File: src/rtl/dvp_tx_pkg.sv
// Shared types and width helpers for the 16-to-8 bit DVP transmitter.
package dvp_tx_pkg;

  typedef enum logic [2:0] {
    IDLE   = 3'd0,
    VSYNC  = 3'd1,
    VBACK  = 3'd2,
    ACTIVE = 3'd3,
    HBLANK = 3'd4
  } tx_state_t;

  // First byte on the bus carries pixel bits [15:8].
  localparam bit HI_FIRST = 1'b1;

  localparam int unsigned PIX_W   = 16;
  localparam int unsigned ENTRY_W = PIX_W + 1;

  function automatic int unsigned cnt_width(input int unsigned n);
    return (n < 32'd2) ? 32'd1 : $clog2(n);
  endfunction

  function automatic int unsigned max3(input int unsigned a, input int unsigned b,
                                       input int unsigned c);
    int unsigned m;
    m = (a > b) ? a : b;
    return (m > c) ? m : c;
  endfunction

endpackage

File: src/rtl/pix_fifo2.sv
// Two-entry FIFO of {sof, pixel}; full is decoded from the occupancy count only.
module pix_fifo2
  import dvp_tx_pkg::*;
(
  input  logic               pclk,
  input  logic               rst_n,
  input  logic               push,
  input  logic [ENTRY_W-1:0] push_data,
  input  logic               pop,
  output logic [ENTRY_W-1:0] head,
  output logic               full,
  output logic               empty,
  output logic [1:0]         count
);

  logic [ENTRY_W-1:0] mem_r [2];
  logic               wr_ptr_r;
  logic               rd_ptr_r;
  logic [1:0]         count_r;
  logic               push_ok_s;
  logic               pop_ok_s;

  assign full  = (count_r == 2'd2);
  assign empty = (count_r == 2'd0);
  assign count = count_r;
  assign head  = mem_r[rd_ptr_r];

  // Qualify requests so overflow and underflow cannot corrupt the pointers.
  always_comb begin
    push_ok_s = push && !full;
    pop_ok_s  = pop && !empty;
  end

  // Storage, pointers and occupancy.
  always_ff @(posedge pclk) begin
    if (!rst_n) begin
      mem_r[0] <= {ENTRY_W{1'b0}};
      mem_r[1] <= {ENTRY_W{1'b0}};
      wr_ptr_r <= 1'b0;
      rd_ptr_r <= 1'b0;
      count_r  <= 2'd0;
    end else begin
      if (push_ok_s) begin
        mem_r[wr_ptr_r] <= push_data;
        wr_ptr_r        <= ~wr_ptr_r;
      end
      if (pop_ok_s) begin
        rd_ptr_r <= ~rd_ptr_r;
      end
      case ({push_ok_s, pop_ok_s})
        2'b10:   count_r <= count_r + 2'd1;
        2'b01:   count_r <= count_r - 2'd1;
        default: count_r <= count_r;
      endcase
    end
  end

endmodule

File: src/rtl/dvp_16_8bit_tx.sv
// DVP transmitter: splits 16-bit pixels into two bus bytes and generates
// vsync/href framing around them.
module dvp_16_8bit_tx
  import dvp_tx_pkg::*;
#(
  parameter int unsigned H_ACTIVE = 1280,
  parameter int unsigned V_ACTIVE = 720,
  parameter int unsigned H_BLANK  = 16,
  parameter int unsigned VS_PULSE = 4,
  parameter int unsigned VS_BACK  = 8
) (
  input  logic        pclk,
  input  logic        rst_n,
  input  logic [15:0] s_data,
  input  logic        s_sof,
  input  logic        s_valid,
  output logic        s_ready,
  output logic [7:0]  dvp_data,
  output logic        dvp_href,
  output logic        dvp_vsync,
  output logic        underrun,
  output logic        busy
);

  localparam int unsigned HCNT_W = cnt_width(2 * H_ACTIVE);
  localparam int unsigned VCNT_W = cnt_width(V_ACTIVE);
  localparam int unsigned TMR_W  = cnt_width(max3(VS_PULSE, VS_BACK, H_BLANK) + 1);

  localparam logic [HCNT_W-1:0] H_LAST  = HCNT_W'(2 * H_ACTIVE - 1);
  localparam logic [VCNT_W-1:0] V_LAST  = VCNT_W'(V_ACTIVE - 1);
  localparam logic [TMR_W-1:0]  VS_LAST = TMR_W'(VS_PULSE - 1);
  localparam logic [TMR_W-1:0]  VB_LAST = TMR_W'(VS_BACK - 1);
  localparam logic [TMR_W-1:0]  HB_LAST = TMR_W'(H_BLANK - 1);

  tx_state_t           state_r, state_nx_s;
  logic [HCNT_W-1:0]   hcnt_r, hcnt_nx_s;
  logic [VCNT_W-1:0]   vcnt_r, vcnt_nx_s;
  logic [TMR_W-1:0]    tmr_r, tmr_nx_s;
  logic                slot_empty_r, slot_empty_nx_s;
  logic                underrun_r, underrun_set_s;
  logic [7:0]          byte_s;
  logic [7:0]          dvp_data_r;
  logic                dvp_href_r;
  logic                dvp_vsync_r;
  logic                push_s;
  logic                pop_s;
  logic [ENTRY_W-1:0]  head_s;
  logic                fifo_full_s;
  logic                fifo_empty_s;
  logic [1:0]          fifo_count_s;

  assign s_ready   = (fifo_count_s < 2'd2);
  assign push_s    = s_valid && !fifo_full_s;
  assign dvp_data  = dvp_data_r;
  assign dvp_href  = dvp_href_r;
  assign dvp_vsync = dvp_vsync_r;
  assign underrun  = underrun_r;
  assign busy      = (state_r != IDLE);

  pix_fifo2 u_fifo (
    .pclk      (pclk),
    .rst_n     (rst_n),
    .push      (push_s),
    .push_data ({s_sof, s_data}),
    .pop       (pop_s),
    .head      (head_s),
    .full      (fifo_full_s),
    .empty     (fifo_empty_s),
    .count     (fifo_count_s)
  );

  // Next-state, counter and byte-select logic for the framing FSM.
  always_comb begin
    state_nx_s      = state_r;
    hcnt_nx_s       = hcnt_r;
    vcnt_nx_s       = vcnt_r;
    tmr_nx_s        = tmr_r;
    slot_empty_nx_s = slot_empty_r;
    underrun_set_s  = 1'b0;
    pop_s           = 1'b0;
    byte_s          = 8'h00;
    case (state_r)
      IDLE: begin
        hcnt_nx_s = {HCNT_W{1'b0}};
        vcnt_nx_s = {VCNT_W{1'b0}};
        tmr_nx_s  = {TMR_W{1'b0}};
        // Pixels without sof between frames are dropped; an sof head starts a frame.
        if (!fifo_empty_s) begin
          if (head_s[PIX_W]) begin
            state_nx_s = VSYNC;
          end else begin
            pop_s = 1'b1;
          end
        end else begin
          state_nx_s = IDLE;
        end
      end
      VSYNC: begin
        if (tmr_r == VS_LAST) begin
          state_nx_s = VBACK;
          tmr_nx_s   = {TMR_W{1'b0}};
        end else begin
          tmr_nx_s = tmr_r + 1'b1;
        end
      end
      VBACK: begin
        if (tmr_r == VB_LAST) begin
          state_nx_s = ACTIVE;
          tmr_nx_s   = {TMR_W{1'b0}};
        end else begin
          tmr_nx_s = tmr_r + 1'b1;
        end
      end
      ACTIVE: begin
        // An empty slot is decided in phase 0 and stays empty for phase 1.
        if (!hcnt_r[0]) begin
          if (fifo_empty_s) begin
            slot_empty_nx_s = 1'b1;
            underrun_set_s  = 1'b1;
          end else begin
            slot_empty_nx_s = 1'b0;
            byte_s = HI_FIRST ? head_s[15:8] : head_s[7:0];
          end
        end else begin
          if (slot_empty_r) begin
            byte_s = 8'h00;
          end else begin
            byte_s = HI_FIRST ? head_s[7:0] : head_s[15:8];
            pop_s  = 1'b1;
          end
        end
        if (hcnt_r == H_LAST) begin
          state_nx_s = HBLANK;
          hcnt_nx_s  = {HCNT_W{1'b0}};
          tmr_nx_s   = {TMR_W{1'b0}};
        end else begin
          hcnt_nx_s = hcnt_r + 1'b1;
        end
      end
      HBLANK: begin
        if (tmr_r == HB_LAST) begin
          tmr_nx_s = {TMR_W{1'b0}};
          if (vcnt_r == V_LAST) begin
            state_nx_s = IDLE;
            vcnt_nx_s  = {VCNT_W{1'b0}};
          end else begin
            state_nx_s = ACTIVE;
            vcnt_nx_s  = vcnt_r + 1'b1;
          end
        end else begin
          tmr_nx_s = tmr_r + 1'b1;
        end
      end
      default: begin
        state_nx_s = IDLE;
      end
    endcase
  end

  // State, counters and the registered bus outputs (one cycle behind state).
  always_ff @(posedge pclk) begin
    if (!rst_n) begin
      state_r      <= IDLE;
      hcnt_r       <= {HCNT_W{1'b0}};
      vcnt_r       <= {VCNT_W{1'b0}};
      tmr_r        <= {TMR_W{1'b0}};
      slot_empty_r <= 1'b0;
      underrun_r   <= 1'b0;
      dvp_data_r   <= 8'h00;
      dvp_href_r   <= 1'b0;
      dvp_vsync_r  <= 1'b0;
    end else begin
      state_r      <= state_nx_s;
      hcnt_r       <= hcnt_nx_s;
      vcnt_r       <= vcnt_nx_s;
      tmr_r        <= tmr_nx_s;
      slot_empty_r <= slot_empty_nx_s;
      underrun_r   <= underrun_r | underrun_set_s;
      dvp_data_r   <= byte_s;
      dvp_href_r   <= (state_r == ACTIVE);
      dvp_vsync_r  <= (state_r == VSYNC);
    end
  end

endmodule

File: config.mk
export PLATFORM = sky130hd
export DESIGN_NAME = dvp_16_8bit_tx
export DESIGN_NICKNAME = d
export VERILOG_FILES = /design/src/rtl/dvp_tx_pkg.sv /design/src/rtl/pix_fifo2.sv /design/src/rtl/dvp_16_8bit_tx.sv
export SDC_FILE = /design/constraint.sdc
export NUM_CORES = 1
export LEC_CHECK = 0
export ABC_AREA = 1
export CAP_MARGIN = 10
export CORE_UTILIZATION = 62
export DETAILED_ROUTE_END_ITERATION = 8
export PLACE_DENSITY = 0.85
export SYNTH_ARGS = -nofsm -noshare
export SYNTH_HDL_FRONTEND = slang
export SYNTH_SLANG_ARGS = --single-unit
export TNS_END_PERCENT = 50
File: constraint.sdc
create_clock -name pclk -period 2.8 [get_ports pclk]
set_input_delay 0.56 -clock pclk [delete_from_list [all_inputs] [get_ports pclk]]
set_output_delay 0.56 -clock pclk [all_outputs]
set_load 0.1 [all_outputs]
# Yosys cells after proc, flatten, opt, wreduce, memory -nomap -nowiden
# Memories as Yosys holds them, arrays and structs flattened. A register that Yosys moved wholly into a read port is not among the register bits.
# Index checks and enable logic that the tools add are counted.
# totals
register_bits	46
latch_bits	0
mem_bits_rw	34
mem_bits_ro	0
in_bits	20
output_inout_bits	13
word_cells	97
memories	1
# memory_table
memory	depth	word_bits	read_ports	rd_ports_with_merged_regs	write_ports	line	source
u_fifo.mem_r	2	17	1	1	2	pix_fifo2.sv:16	logic [ENTRY_W-1:0] mem_r [2];
# classes
addsub	5
mul	0
n_div	0
magnitude_cmp	1
n_eq_ne	17
shifts	0
muxes	39
bitwise	4
n_reduce_logical	18
# ops
op	n
$pmux W5 S5	1
$mux W8	3
$pmux W12 S2	1
$mux W10	2
$mux W5	4
$pmux W10 S2	1
$mux W3	6
$mux W17	1
$reduce_or A17 Y1	1
$mux W1	15
$pmux W3 S5	1
$add A12 B1 Y12 const B	1
$eq A12 B12 Y1 const B	1
$mux W12	1
$add A10 B1 Y10 const B	1
$eq A10 B10 Y1 const B	1
$ne A2 B2 Y1 const B	4
$reduce_and A2 Y1	4
$eq A3 B2 Y1 const B	2
$reduce_bool A2 Y1	3
$add A5 B1 Y5 const B	1
$eq A5 B2 Y1 const B	1
$eq A5 B3 Y1 const B	1
$eq A5 B4 Y1 const B	1
20 further kinds	26

# Depth between registers and ports, before layout
# Gate-level depths: netlist of the first run.
# logic_depth
depth_word	9
depth_mapped	15
mapped_depth_nobuf	14

# Hierarchy
# Synthesis of the first run repeated with hierarchy kept, for this count alone.
# hier_totals
cells_unflattened	453
hier_area_um2	3945.0
# modules_own_cells
module	n_inst	cells_each	area_per_inst_um2	seq_area_each_um2
dvp_16_8bit_tx	1	305	2153.3	840.8
pix_fifo2	1	148	1791.7	1121.1

# Least setup slack after synthesis of the first run
# Ideal clock, no wire load.
# synth_path
path_type	register to register
from	register u_fifo.count_r[1], in the netlist u_fifo.count[1]
to	memory u_fifo.mem_r[1][0] in the netlist's numbering (enable)
setup_time_ns	0.373
t_arrival_ns	1.985
required_time_ns	2.427
slack_ns	0.441
path_stages_with_launch	7
n_path_buf	1
period_less_slack_ns	2.359
cell_sequence	dfxtp_1 inv_1 o21ai_1 nor2_1 nand2_1 buf_4 nand2_1
# synth_rtl
element	line	source
from (decl)	pix_fifo2.sv:19	logic [1:0] count_r;
from (signal assigned)	pix_fifo2.sv:51	2'b10: count_r <= count_r + 2'd1;
from (signal assigned)	pix_fifo2.sv:52	2'b01: count_r <= count_r - 2'd1;
from (signal assigned)	pix_fifo2.sv:53	default: count_r <= count_r;
to (decl)	pix_fifo2.sv:16	

==> results.md, run 1 <==
* Final Skew at 0.01003 ns
* Avg WL per Cell at 12.70 µm
* Crit end category: register
* CP Class: register to register
* Drt drc at 0
* Sw Pwr at ~1.1 mW
* Sw Share at 35.58%
* Hpwl dp at 5.156 mm
* Reg2reg end: u_fifo.count[1]
* CTS tree: yes
* Sequential area share after synthesis at ~53%
* Worst-path clk slew at 0.08 ns
* Pin slew with the least headroom to its limit at 0.5261 ns
* Place WS at 0.7951 ns
* Share of layout cells above drive strength 1 at roughly 9.8%
* Largest net degree at the start of global routing at 22
* Hold endpoint: underrun
* Total power per unit cell area at 716.0 mW/mm²
* Area growth from synthesis to layout at 15.65%
* Num ports at 33
* Final Hold Fails at 0
* Vias in the first global route at 2833
* Via density at 5.332
* Setup Viol. Count Final at 0
* Avg Inst Size Synth at 8.013 µm²
* First-pass DRT Iterations at 4
* Max-slew violations at 0
* Post-Syn Area at 0.003710 mm²
* Final worst-path cycle share at 73.05%
* Synth Register Bits at 81
* VDD IR max at 0.0005298 V
* Final wirelength at 7.376 mm
* Final min period at ~2.0 ns
* # hold bufs at CTS at 0
* Hold Crit Start: underrun
* Arr. time, crit path at between 2 and 2.5 ns
* CTS root buf: clkbuf_8
* Outcome: finished clean
* Ys Warns at 0
* First-pass GRT wire length at 12.39 mm
* Post-CTS setup buffers at 0
* Number of port buffers at 32
* FP Rows at 27
* Critical Path RT at between 3 and 4 ns
* Sequential share of power at 45.5%
* Internal power at about 2.0 mW
* Kind of start point of the critical path: register
* Clock Power Share at between 20% and 30%
* GPL Wtd Cong at 0.8678
* RSZ-0062 raised after global routing: false
* Layout Nets at 530
* Worst Path Max Fanout at 18
* R2r setup slk at 0.75 ns
* Clk Latency, worst-skew pair at ~0.36 ns
* Die H at 79.36 µm
* PnR worst setup slack at around 0.75 ns
* Combinational share of power at 26.8%
* Post-CTS Resized at 0
* CTS max path bufs at 2
* Type of the worst min-delay path: register to register
* CTS Sinks at 81
* Distinct cell type count after synthesis at 30
* Post-route setup TNS at 0 ns
* Die area at 0.006297 mm²
* Final global-route overflow total at 0
* Initial antenna violation count at 0
* Fmax at approximately 490 MHz
* Core footprint at 0.005642 mm²
* Cells after Synth at around 460
* Syn_nets at 489
* Cell leakage power at 1.752 nW
* Reg2Reg Depth at 15
* DR vias at 3098
* Antenna cells at 0
* DIE WIDTH at between 70 and 80 µm
* Total CTS buffers at 9
* Slew HR at 64.80%
* Commonest non-fill, non-tap cell in the layout: nand2_1
* Global-route usage over all layers at 25.73%
* Final ANT Viol Nets at 0
* Hold Crit Depth at 2
* Initial Utilization at between 60% and 70%
* MaxCap Viol Count at 0
* DRT iter0 DRCs at 195
* Most frequent cells in the layout: 107 x nand2_1, 79 x nor2_1, 50 x inv_1, 47 x dfxtp_1, 39 x a21oi_1
* Htree depth at 3
==> sequential cells by signal (all words and copies together) (netlist names), named ones only <==
signal / count
vcnt_r: 10
tmr_r: 5
hcnt_r: 12
state_r: 3
u_fifo.count: 2
dvp_data: 8
dvp_vsync: 1
dvp_href: 1
u_fifo.wr_ptr_r: 1
u_fifo.mem_r: 34
slot_empty_r: 1
underrun: 1
u_fifo.rd_ptr_r: 1
==> final cells by class <==
| cell class | count | area [µm²] |
|---|---|---|
| inverters | 55 | 207.7 |
| flip-flops and latches | 81 | 1962 |
| clock buffers | 10 | 127.6 |
| well taps | 72 | 90.09 |
| multi-input cells | 318 | 1494 |
| fillers | 424 | 1351 |
| clock inverters | 6 | 68.82 |
| repair buffers | 39 | 340.3 |
==> cell usage after synthesis (all sizes together) <==
library cell | n | area (µm²)
a211oi | 1 | 7.510
a21oi | 39 | 195.2
and3 | 1 | 6.260
buf | 6 | 35.03
clkbuf | 3 | 11.26
clkinv | 1 | 5.000
dfxtp | 47 | 940.9
edfxtp | 34 | 1021
ha | 6 | 75.07
inv | 54 | 202.7
nand2 | 110 | 420.4
nand3 | 27 | 135.1
nand3b | 1 | 7.510
nor2 | 83 | 331.6
nor3 | 14 | 75.07
o211ai | 4 | 30.03
o21a | 8 | 60.06
o21ai | 16 | 83.83
o21bai | 1 | 7.510
or2 | 1 | 6.260
xnor2 | 1 | 8.760
xor2 | 5 | 43.79
==> power by group through the flow <==
stage / clock [mW] / sequential (mW) / combinational [mW]
after global placement: 0 / 1.42 / 0.804
after global routing: 0.901 / 1.41 / 0.918
after CTS: 0.856 / 1.40 / 0.822
after floorplan: 0 / 1.44 / 0.606
final: 0.849 / 1.40 / 0.824
after detailed placement: 0 / 1.42 / 0.817
==> per-layer routing <==
metal	up-vias	GRT usage, %	share of wire, %
li1	1582	-	-
met1	1426	32.81	46
met2	77	42.59	48
met3	13	7.011	5.2
met4	0	7.636	1.2
met5	-	0	0
==> cell families (layout without fill, tap and decap cells) <==
logic type / after synthesis / in the layout / synth area share, %
AND/OR/NAND/NOR: 237 / 237 / 26.48
flip-flops: 81 / 81 / 52.88
AO/OA/AOI/OAI: 69 / 69 / 10.35
buffers and inverters: 64 / 110 / 6.846
adder cells (fa/ha/maj): 6 / 6 / 2.024
XOR/XNOR: 6 / 6 / 1.417
==> how the worst max path moves through the flow <==
stage | from | to | slack [ns] | cells after the start
finish | register | u_fifo.count[1] | 0.75 | 15
floorplan | u_fifo.count[1] | u_fifo.mem_r[1][0] | 0.44 | 6
detailed placement | register | u_fifo.count[1] | 0.80 | 15
global route | register | u_fifo.count[1] | 0.56 | 15
CTS | register | u_fifo.count[1] | 0.77 | 15
global placement | rst_n | u_fifo.mem_r[0][0] | 0.83 | 5
==> critical path, cell delays in order (launching register included) <==
cell	delay, ns
dfxtp_1	0.31
buf_4	0.19
inv_2	0.26
nand2_1	0.09
nand2_1	0.10
nor2_1	0.05
nand2_1	0.07
nand2_1	0.05
nand2_1	0.08
inv_1	0.05
ha_1	0.27
inv_1	0.09
nand2_1	0.06
nor2_1	0.11
o21ai_0	0.09
a21oi_1	0.11
==> through the flow <==
stage	util [%]	hold WS [ns]	cell area [µm²]	power, mW	std cells
2_1_floorplan	-	0.4218	3710	2.046	463
3_3_place_gp	72.57	0.4360	4094	2.223	565
3_5_place_dp	72.57	0.4415	4094	2.241	565
4_1_cts	76.05	0.4543	4290	3.076	581
5_1_grt	76.05	0.4811	4290	3.229	581
6_report	76.05	0.4535	4290	3.072	581
Note: power is estimated with default switching activity, not from simulation.
==> run 2: changes to the inputs <==
- CORE_UTILIZATION: 62 -> 57
- PLACE_DENSITY: 0.85 -> 0.79
- clock period: 2.8 -> 2.1 ns (I/O delays scaled with it)
==> results.md, run 2 (synthesized netlist as in run 1, its figures left out) <==
* Die area at 0.006835 mm² (+8.5%)
* Final min period at 1.849 ns (-0.1964 ns)
* Share of layout cells above drive strength 1 at 12.13% (+2.3 points)
* Initial antenna violation count at 0 (unchanged)
* Final Cell Area at 0.004383 mm² (+2.2%)
* Total power per unit cell area at 983.4 mW/mm² (+37%)
* Final wirelength at 7.380 mm (about the same)
* CTS Sinks at 81 (unchanged)
* Total CTS buffers at 9 (unchanged)
* Clk Latency, worst-skew pair at 0.35 ns (about the same)
* Htree depth at 3 (unchanged)
* Final global-route overflow total at 0 (unchanged)
* Max-slew violations at 0 (unchanged)
* Dpl cells at 571 (+1.1%)
* Antenna cells at 0 (unchanged)
* Sw Pwr at 1.522 mW (+39%)
* CTS max path bufs at 2 (unchanged)
* MaxCap Viol Count at 0 (unchanged)
* Layout Nets at 532 (+0.38%)
* CP Class: register to register
* Type of the worst min-delay path: register to register
* Critical Path RT at 2.37 ns (-0.72 ns)
* DRT iter0 DRCs at 221 (+13%)
* Final worst-path cycle share at 88.05% (+15 points)
* Setup Viol. Count Final at 0 (unchanged)
* Place WS at 0.1831 ns (-0.6120 ns)
* DIE WIDTH at 82.68 µm (+4.2%)
* Placed cell area at 0.004133 mm² (+0.95%)
* Num ports at 33 (unchanged)
* Non-Filler Instances at 588 (+1.2%)
* Final Skew at 0.01366 ns (+0.003626 ns)
* Final ANT Viol Nets at 0 (unchanged)
* Max FFs per register at 34 (unchanged)
* Commonest non-fill, non-tap cell in the layout: nand2_1
* First-pass GRT wire length at 11.94 mm (-3.6%)
* Avg WL per Cell at 12.55 µm (-1.1%)
* DR vias at 3097 (-0.032%)
* Largest net degree at the start of global routing at 21 (-4.5%)
* Fmax at 540.8 MHz (+11%)
* FP Rows at 29 (+7.4%)
* Die H at 82.68 µm (+4.2%)
* Cell leakage power at 1.786 nW (+1.9%)
* # hold bufs at CTS at 0 (unchanged)
* Clock Power Share at 29.3% (+1.7 points)
* CTS root buf: clkbuf_8
* Via density at 5.267 (-1.2%)
* VDD IR max at 0.0007498 V (+42%)
* CTS tree: yes
* Drt drc at 0 (unchanged)
* # fillers at 506 (+19%)
* Internal power at 2.788 mW (+41%)
* Final Hold Fails at 0 (unchanged)
* Most frequent cells in the layout: 105 x nand2_1, 78 x nor2_1, 49 x inv_1, 45 x dfxtp_1, 39 x a21oi_1
* Core footprint at 0.006314 mm² (+12%)
* Hpwl dp at 5.158 mm (about the same)
* Arr. time, crit path at 2.12 ns (-0.22 ns)
* Total power at 4.310 mW (+40%)
* First-pass DRT Iterations at 5 (+1)
* PnR worst setup slack at 0.2509 ns (-0.5036 ns)
* GPL Wtd Cong at 0.8453 (-2.6%)
* Number of port buffers at 32 (unchanged)
* Sw Share at 35.30% (-0.28 points)
* Area growth from synthesis to layout at 18.14%
* Sequential share of power at 43.6% (-1.9 points)
* Crit end category: register
* Slew HR at 65.40% (+0.60 points)
* RSZ-0062 raised after global routing: true
* Vias in the first global route at 2712 (-4.3%)
* Largest regs: u_fifo.mem_r x34, hcnt_r x12, vcnt_r x10
* Worst-path clk slew at 0.09 ns (about the same)
* Kind of start point of the critical path: register
* Combinational share of power at 27.1% (+0.3 points)
* Outcome: finished clean
* Pin slew with the least headroom to its limit at 0.5170 ns (-0.009014 ns)
* Worst Path Max Fanout at 6 (-12)
* Global-route usage over all layers at 23.57% (-2.2 points)
* Largest register by flop count: u_fifo.mem_r
* Initial Utilization at 58.76% (-7.0 points)
-- run 2: changes by cell type in the layout (fill, tap and decap cells not counted), moves of 2 or more --
cell / change
dfxtp_2: +2
nand2_2: +2
inv_6: +3
dfxtp_1: -2
nand2_1: -2
-- run 2: timing repair --
| item | in CTS | in global routing |
|---|---|---|
| setup endpoints to repair | 0 | 14 |
| gates resized for setup | 0 | 5 |
| buffers inserted | 0 | 1 |
| endpoints found under the hold margin | 0 | 0 |
-- run 2: routing by layer --
| layer | wire (µm) | share of wire (%) | up-vias | GRT usage, % |
|---|---|---|---|---|
| met3 | 374 | 5.1 | 10 | 4.396 |
| li1 | - | - | 1593 | - |
| met4 | 109 | 1.5 | 0 | 9.483 |
| met5 | 0 | 0 | - | 0 |
| met2 | 3402 | 46 | 93 | 36.80 |
| met1 | 3493 | 47 | 1401 | 32.17 |
-- run 2: final timing paths --
path | from | to | slack (ns) | depth (start not counted)
setup / recovery | state_r[1] | u_fifo.count[1] | 0.25 | 13
hold / removal | underrun | underrun | 0.46 | 2
setup reg to reg | state_r[1] | u_fifo.count[1] | 0.25 | 13
hold reg to reg | underrun | underrun | 0.46 | 2
-- run 2: stage by stage --
| step | util, % | hold slack [ns] | TNS [ns] |
|---|---|---|---|
| 2_1_floorplan | - | 0.4532 | -0.1605 |
| 3_3_place_gp | 65.46 | 0.4425 | 0 |
| 3_5_place_dp | 65.46 | 0.4467 | 0 |
| 4_1_cts | 69.10 | 0.4601 | 0 |
| 5_1_grt | 69.42 | 0.4980 | -0.02048 |
| 6_report | 69.42 | 0.4559 | 0 |
-- run 2: power groups by stage --
stage               sequential, mW  clock, mW  combinational (mW)
floorplan                     1.92          0               0.814
global placement              1.90          0                1.12
detailed placement            1.91          0                1.15
CTS                           1.87       1.28                1.15
global route                  1.89       1.36                1.31
finish                        1.88       1.26                1.17
-- run 2: cell type report --
cell class / count / area [µm²] / share of cell area (%)
timing repair buffer: 41 / 367.9 / 8.393
sequential: 81 / 1964 / 44.82
clock buffer: 10 / 148.9 / 3.397
clock inverter: 6 / 81.33 / 1.856
inverter: 55 / 211.5 / 4.824
tap: 77 / 96.34 / 2.198
multi-input combinational: 318 / 1513 / 34.51
-- run 2: critical path, cell delays in order (launching register included) --
cell and delay [ns]:
dfxtp_1 0.47, nor2_4 0.10, nand2_1 0.15, inv_1 0.06
nand2_1 0.08, nand2_1 0.06, nand2_1 0.09, inv_1 0.05
ha_1 0.28, inv_1 0.09, nand2_1 0.05, nor2_1 0.11
o21ai_0 0.09, a21oi_1 0.11
==> run 3: changes to the inputs <==
- CORE_UTILIZATION: 57 -> 62
- PLACE_DENSITY: 0.79 -> 0.85
- clock period: 2.1 -> 2.4 ns (I/O delays scaled with it)
==> results.md, run 3 (synthesized netlist as in run 1, its figures left out) <==
* Final worst-path cycle share at 81.60% (-6.5 points)
* First-pass GRT wire length at 12.80 mm (+7.2%)
* Area growth from synthesis to layout at 15.41%
* Largest net degree at the start of global routing at 22 (+4.8%)
* Antenna cells at 0 (unchanged)
* DR vias at 3119 (+0.71%)
* Fmax at 510.6 MHz (-5.6%)
* DIE WIDTH at 79.36 µm (-4.0%)
* GPL Wtd Cong at 0.8372 (-0.96%)
* Final global-route overflow total at 0 (unchanged)
* Type of the worst min-delay path: register to register
* Global-route usage over all layers at 26.75% (+3.2 points)
* Die area at 0.006297 mm² (-7.9%)
* Total CTS buffers at 9 (unchanged)
* # hold bufs at CTS at 0 (unchanged)
* Die H at 79.36 µm (-4.0%)
* Avg WL per Cell at 13.02 µm (+3.8%)
* Max-slew violations at 0 (unchanged)
* Critical Path RT at 2.68 ns (+0.31 ns)
* Post-CTS Resized at 0 (unchanged)
* DRT iter0 DRCs at 167 (-24%)
* Via density at 5.359 (+1.7%)
* Initial Utilization at 65.76% (+7.0 points)
* Crit end category: register
* Final Skew at 0.01366 ns (+0.000003000 ns)
* CP Class: register to register
* Placed cell area at 0.004101 mm² (-0.76%)
* Total power per unit cell area at 819.1 mW/mm² (-17%)
* VDD IR max at 0.0006738 V (-10%)
* Setup Viol. Count Final at 0 (unchanged)
* Hpwl dp at 5.389 mm (+4.5%)
* Outcome: finished clean
* Core footprint at 0.005642 mm² (-11%)
* Slew HR at 65.91% (+0.50 points)
* Largest register by flop count: u_fifo.mem_r
* Worst-path clk slew at 0.08 ns (about the same)
* Final Cell Area at 0.004282 mm² (-2.3%)
* Pin slew with the least headroom to its limit at 0.5095 ns (-0.007502 ns)
* FP Rows at 27 (-6.9%)
* CTS tree: yes
* RSZ-0062 raised after global routing: false
* Post-route setup TNS at 0 ns (unchanged)
* Worst Path Max Fanout at 7 (+1)
* Commonest non-fill, non-tap cell in the layout: nand2_1
* Cell leakage power at 1.755 nW (-1.7%)
* Share of layout cells above drive strength 1 at 10.20% (-1.9 points)
* Arr. time, crit path at 2.24 ns (+0.12 ns)
* Most frequent cells in the layout: 107 x nand2_1, 79 x nor2_1, 50 x inv_1, 47 x dfxtp_1, 39 x a21oi_1
* Clk Latency, worst-skew pair at 0.36 ns (about the same)
* Num ports at 33 (unchanged)
* MaxCap Viol Count at 0 (unchanged)
* Initial antenna violation count at 0 (unchanged)
* Drt drc at 0 (unchanged)
* Number of port buffers at 32 (unchanged)
* Final min period at 1.958 ns (+0.1093 ns)
* Final wirelength at 7.579 mm (+2.7%)
* First-pass DRT Iterations at 5 (unchanged)
* CTS Sinks at 81 (unchanged)
* Kind of start point of the critical path: register
* Max FFs per register at 34 (unchanged)
* Htree depth at 3 (unchanged)
* Layout Nets at 531 (-0.19%)
* Vias in the first global route at 2974 (+9.7%)
* CTS root buf: clkbuf_8
* Final Hold Fails at 0 (unchanged)
* Final ANT Viol Nets at 0 (unchanged)
* Largest regs: u_fifo.mem_r x34, hcnt_r x12, vcnt_r x10
* Post-CTS setup buffers at 0 (unchanged)
* CTS max path bufs at 2 (unchanged)
-- run 3: where the power goes --
group / internal, mW / total [mW] / switching, mW
sequential: 1.56 / 1.64 / 0.0831
combinational: 0.265 / 0.967 / 0.702
clock: 0.384 / 0.897 / 0.513
total: 2.21 / 3.51 / 1.30
-- run 3: path summary, 6_finish.rpt --
check / startpoint / endpoint / slack, ns / cells past startpoint
worst max-delay path: tmr_r[0] / vcnt_r[7] / 0.44 / 12
worst min-delay path: u_fifo.count[1] / u_fifo.count[1] / 0.45 / 1
worst max register to register: tmr_r[0] / vcnt_r[7] / 0.44 / 12
worst min register to register: u_fifo.count[1] / u_fifo.count[1] / 0.45 / 1
-- run 3: final cells by class --
class	instances	area [µm²]
clock buffer	9	123.9
clock inverter	7	56.30
fill	409	1360
inverter	55	207.7
multi-input combinational	318	1494
sequential	81	1962
tap	72	90.09
timing repair buffer	40	347.8
-- run 3: critical path, cell delays in order, from the launching register on --
cell and delay, ns:
dfxtp_1 0.38, ha_1 0.22, nand2_1 0.11, nor2_1 0.16
ha_1 0.17, inv_1 0.05, nand2_1 0.07, nand2_1 0.15
inv_2 0.16, nand2_1 0.08, nor2_1 0.14, a21oi_1 0.08
nor3_1 0.12
-- run 3: stage by stage --
step	setup WS, ns	util [%]	power (mW)	cells	hold WS (ns)
after floorplan	0.04104	-	2.386	463	0.4218
after global placement	0.4206	72.70	2.601	566	0.4349
after detailed placement	0.4113	72.70	2.631	566	0.4364
after CTS	0.4428	75.89	3.517	582	0.4478
after global routing	0.1780	75.89	3.696	582	0.4860
final	0.4416	75.89	3.507	582	0.4485
-- run 3: metal layers --
layer	vias to the layer above	share of wire (%)	global-route usage, %
li1	1581	-	-
met2	85	47	43.71
met5	-	0	0
met3	22	4.9	4.943
met1	1431	45	33.01
met4	0	2.8	15.64
